===== src/rtl/sprite_pkg.sv =====
// Shared constants for the cloud sprite ROM and the arbiter that feeds it.
// Geometry, palette format, arbiter defaults and a pointer-width helper.
package sprite_pkg;

    localparam int CLOUD_W     = 128;
    localparam int CLOUD_H     = 71;
    localparam int CLOUD_DEPTH = CLOUD_W * CLOUD_H;

    localparam int ROM_AW = 14;
    localparam int PAL_DW = 4;

    localparam logic [PAL_DW-1:0] PAL_TRANSPARENT = 4'h0;

    localparam int ARB_N_REQ   = 4;
    localparam int ARB_ROM_LAT = 1;

    // A one-requester arbiter still needs a 1-bit pointer to stay legal.
    function automatic int ptr_w(input int n);
        return (n > 1) ? $clog2(n) : 1;
    endfunction

endpackage


===== src/rtl/rr_arbiter.sv =====
// Round-robin priority picker: first set req bit at or above ptr, wrapping.
// Ports: req (N), ptr (PW) in; gnt (N, one-hot or zero) out, combinational.
module rr_arbiter
    import sprite_pkg::*;
#(
    parameter int N  = ARB_N_REQ,
    parameter int PW = ptr_w(N)
) (
    input  logic [N-1:0]  req,
    input  logic [PW-1:0] ptr,
    output logic [N-1:0]  gnt
);

    logic [2*N-1:0] dbl;
    logic [N-1:0]   rot;
    logic [N-1:0]   first;
    logic [2*N-1:0] back;

    // Rotate so ptr sits at bit 0, isolate the lowest set bit, rotate back.
    always_comb begin
        dbl   = {req, req} >> ptr;
        rot   = dbl[N-1:0];
        first = rot & (~rot + 1'b1);
        back  = {first, first} << ptr;
        gnt   = back[2*N-1:N];
    end

endmodule


===== src/rtl/sprite_rom_arbiter.sv =====
// Shares one registered-read sprite ROM among N_REQ requesters, round-robin.
// Ports: Clk, Reset_n; req/req_addr in; gnt, rom_addr out; rom_data in;
// rsp_valid (one-hot tag), rsp_data, rsp_oor out, ROM_LAT cycles after gnt.
module sprite_rom_arbiter
    import sprite_pkg::*;
#(
    parameter int N_REQ   = ARB_N_REQ,
    parameter int AW      = ROM_AW,
    parameter int DW      = PAL_DW,
    parameter int DEPTH   = CLOUD_DEPTH,
    parameter int ROM_LAT = ARB_ROM_LAT
) (
    input  logic                Clk,
    input  logic                Reset_n,
    input  logic [N_REQ-1:0]    req,
    input  logic [N_REQ*AW-1:0] req_addr,
    output logic [N_REQ-1:0]    gnt,
    output logic [AW-1:0]       rom_addr,
    input  logic [DW-1:0]       rom_data,
    output logic [N_REQ-1:0]    rsp_valid,
    output logic [DW-1:0]       rsp_data,
    output logic                rsp_oor
);

    localparam int PW = ptr_w(N_REQ);

    localparam logic [PW-1:0] LAST    = PW'(N_REQ - 1);
    localparam logic [AW:0]   DEPTH_W = (AW + 1)'(DEPTH);

    logic [PW-1:0]    ptr_q;
    logic [N_REQ-1:0] arb_gnt;
    logic [PW-1:0]    win;
    logic [AW-1:0]    sel_addr;
    logic             any_gnt;
    logic             oor;

    logic [N_REQ-1:0]   tag_q [ROM_LAT];
    logic [ROM_LAT-1:0] oor_q;

    rr_arbiter #(
        .N  (N_REQ),
        .PW (PW)
    ) u_rr (
        .req (req),
        .ptr (ptr_q),
        .gnt (arb_gnt)
    );

    // No grants may leave while reset is held.
    assign gnt     = Reset_n ? arb_gnt : '0;
    assign any_gnt = |gnt;

    always_comb begin
        win      = '0;
        sel_addr = '0;
        for (int i = 0; i < N_REQ; i++) begin
            if (gnt[i]) begin
                win      = i[PW-1:0];
                sel_addr = req_addr[i*AW +: AW];
            end
        end
    end

    assign oor      = any_gnt && ({1'b0, sel_addr} >= DEPTH_W);
    assign rom_addr = (any_gnt && !oor) ? sel_addr : '0;

    always_ff @(posedge Clk or negedge Reset_n) begin
        if (!Reset_n) begin
            ptr_q <= '0;
        end else if (any_gnt) begin
            ptr_q <= (win == LAST) ? '0 : win + 1'b1;
        end
    end

    // Tags travel alongside the ROM's own read latency.
    always_ff @(posedge Clk or negedge Reset_n) begin
        if (!Reset_n) begin
            for (int i = 0; i < ROM_LAT; i++) tag_q[i] <= '0;
            oor_q <= '0;
        end else begin
            tag_q[0] <= gnt;
            oor_q[0] <= oor;
            for (int i = 1; i < ROM_LAT; i++) begin
                tag_q[i] <= tag_q[i-1];
                oor_q[i] <= oor_q[i-1];
            end
        end
    end

    assign rsp_valid = tag_q[ROM_LAT-1];
    assign rsp_oor   = oor_q[ROM_LAT-1];

    // Out-of-range and idle cycles return the transparent index.
    assign rsp_data = (|rsp_valid && !rsp_oor) ? rom_data : PAL_TRANSPARENT;

endmodule


===== config.mk =====
export PLATFORM = sky130hd
export DESIGN_NAME = sprite_rom_arbiter
export DESIGN_NICKNAME = d
export VERILOG_FILES = /design/src/rtl/sprite_pkg.sv /design/src/rtl/rr_arbiter.sv /design/src/rtl/sprite_rom_arbiter.sv
export SDC_FILE = /design/constraint.sdc
export NUM_CORES = 1
export LEC_CHECK = 0
export BUFFER_PORTS_ARGS = -buffer_cell sky130_fd_sc_hd__buf_2
export CAP_MARGIN = 20
export CORE_ASPECT_RATIO = 0.7
export CORE_MARGIN = 2
export CORE_UTILIZATION = 36
export DETAILED_ROUTE_END_ITERATION = 10
export GPL_TIMING_DRIVEN = 1
export PLACE_DENSITY = 0.76
export SETUP_SLACK_MARGIN = 0.5
export SYNTH_ARGS = -nofsm -noshare
export SYNTH_HDL_FRONTEND = slang
export SYNTH_SLANG_ARGS = --single-unit

===== constraint.sdc =====
create_clock -name Clk -period 3.1 [get_ports Clk]
set_input_delay 0.155 -clock Clk [delete_from_list [all_inputs] [get_ports Clk]]
set_output_delay 0.155 -clock Clk [all_outputs]
set_load 0.05 [all_outputs]

==> results.yml <==
placement:
  place_area_sq_mm: 0.00172
  port_buffers: 92
  post-place-ws_ns: 0.316
  hpwl_microns: 3050
  gp_congestion: 0.823
global_routing:
  grt_max_degree: 13
  grtUsageMet1_pct: 34.3
  grt_util_met2_pct: 39.6
  grt_pass1_wl_microns: 6930
  grt_pass1_vias: 1484
  met3_usage_pct: 5.62
  grt_antenna_before_repair: 0
  track_usage_pct: 25.0
  grt_overflow: 0
  busiest_layer: "met2"
worst_setup_path:
  crit_slowest_cell: "dfrtp_2"
  critical_path_class: "register to primary output"
  cp_slowest_stage_delay_ns: 0.46
  cp.required_ns: 2.94
  reg2reg_depth: 10
  startpoint_type: "register"
  cp_max_fo: 10
  path_cells: "a21boi_2, nor2_4, and3_2, buf_6, a211oi_4, a31oi_4, o32ai_4, buf_6, buf_12, a21oi_4, buf_6"
  crit_top_cell: "buf_6"
  critPathArrivalTime_ns: 2.71
  worstSetupEndpointType: "primary output"
worst_hold_path:
  worstHoldPathCells: 5
  hp-class: "primary input to register"
cells_and_area:
  area_growth_pct: 92.7
  drive_above_1_share_pct: 65.2
  antennaDiodeCount: 0
  fin_nets: 320
  final_common_cell: "buf_2"
  fin_area_sq_mm: 0.00214
  final_cell_mix: "buf_2, buf_4, buf_6, nand2_1, and2_1"
  nFillCells: 202
  register_area_sq_um: 178
  multi_input_area_sq_mm: 0.00103
drt:
  drtAntennaViolNets: 0
  drc_errors: 0
  drtIter0Drc: 90
  vias: 1625
  wl_per_cell_microns: 16.3
  via_per_inst: 5.62
  drt-total-wl_microns: 4700
  firstDrtPassIters: 6
timing:
  fmax_ghz: 0.349
  fin_skew_ns: 0.00141
  final-setup-viol-count: 0
  worst_slack_ns: 0.237
  slew_headroom_pct: 64.0
  final.min_clock_period_ns: 2.86
  hold_violations: 0
  rsz0062_at_grt: "true"
  tns_ns: 0
  final_max_slew_viol_count: 0
  tightest_slew_ns: 0.539
  period_share_pct: 92.4
floorplan:
  start_util_pct: 38.9
  die_y_microns: 50.5
  die_area_sq_mm: 0.00356
  fp.dieW_microns: 70.4
  ios: 93
  rows: 16
  core_region_area_sq_mm: 0.00286
clocking:
  cts_tree: "yes"
  clkTransAtPathRegs_ns: 0.04
  cts.sinks: 7
  clkLatencyLatePin_ns: 0.23
  numCtsBuffers: 3
  cts_buffer_depth: 2
  cts.htree.levels: 1
  cts-root-buf: "clkbuf_8"
synth:
  synth_enable_flop_cells: 0
  synth_area_sq_mm: 0.00111
  synth_cells: 136
  synth_seq_cells: 7
  synthArstFlopShare_pct: 100
  syn_nets: 202
  yosysSeqAreaShare_pct: 15.7
  ys.flop_type: "dfrtp_1"
  syn_area_per_cell_sq_um: 8.18
  synth.distinct_cells: 51
  ys_warn_count: 0
pwr:
  vdd_drop_max_mv: 0.446
  leakagePower_nw: 1.01
  power_density_mw_per_mm2: 822
  total_power_mw: 1.76
run:
  max_cap_viol_count: 0
status:
  status: "complete, no violations"
## metrics by stage
step                      utilization [%]  hold slack [ns]  instances
after floorplan                         -           -0.141        136
after global placement               59.9           0.0502        261
after detailed placement             59.9           0.0515        261
after CTS                            71.8            0.371        284
after global routing                 74.9            0.401        289
final                                74.9            0.390        289
## Yosys cell counts (3+ instances only)
master    instances  share of area [%]
a21oi_1           9                4.0
clkbuf_1          3                1.0
a222oi_1          8                7.2
dfrtp_1           7                 16
nand3_1           5                2.2
nor2_1           10                3.4
a21oi_2           8                6.3
a32o_1            3                2.7
and2_1           10                5.6
o21ai_0           3                1.3
nand2b_1          4                2.2
nand2_1          13                4.4
inv_1             8                2.7
## power by group
part / leakage, nW / switching [mW] / internal (mW)
Clock: 0.0228 / 0.0409 / 0.0891
Sequential: 0.0887 / 0.0412 / 0.121
Combinational: 0.895 / 0.857 / 0.612
## cells by family (layout without fill, tap and decap cells)
group / after synthesis / in the layout / share of synthesized area [%]
simple gates: 55 / 55 / 28.2
compound gates: 57 / 57 / 48.8
buf+inv: 17 / 134 / 7.20
flops: 7 / 7 / 15.7
## what timing repair did
| item | CTS | global route |
|---|---|---|
| gates cloned | 1 | 0 |
| hold buffers | 1 | 0 |
| resized for setup | 39 | 15 |
| hold endpoints to repair | 7 | 0 |
| setup endpoints to repair | 14 | 14 |
| pin swaps | 13 | 6 |
| buffers inserted | 17 | 5 |
## critical path: cells and delay by family, from the launching register on
family / cells / cell delay [ns]
AO/OA/AOI/OAI: 5 / 1.04
buffers and inverters: 4 / 0.63
flip-flops: 1 / 0.46
AND/OR/NAND/NOR: 2 / 0.35
## worst paths after layout
| check | startpoint | end | slack (ns) |
|---|---|---|---|
| max in group asynchronous | Reset_n | ptr_q[0] | 2.32 |
| max | ptr_q[1] | rom_addr[0] | 0.24 |
| min in group asynchronous | Reset_n | rsp_oor | 0.52 |
| max reg2reg | ptr_q[1] | rsp_oor | 0.66 |
| min reg2reg | ptr_q[0] | ptr_q[0] | 0.65 |
| min | req[3] | ptr_q[1] | 0.39 |
## registers in the layout (all words and copies together) (netlist names)
| name | count |
|---|---|
| ptr_q | 2 |
| rsp_oor | 1 |
| rsp_valid | 4 |
## per-layer routing
layer,vias up,routed length [microns]
li1,760,-
met1,752,1940
met2,104,2200
met3,9,493
met4,0,73
met5,-,0
## layout make-up
cell class / count / area share, %
flip-flops and latches: 7 / 8.29
inverters: 10 / 1.87
clock buffers: 4 / 2.10
well taps: 36 / 2.10
repair buffers: 120 / 37.5
multi-input cells: 112 / 48.1
(Power assumes the default switching activity.)
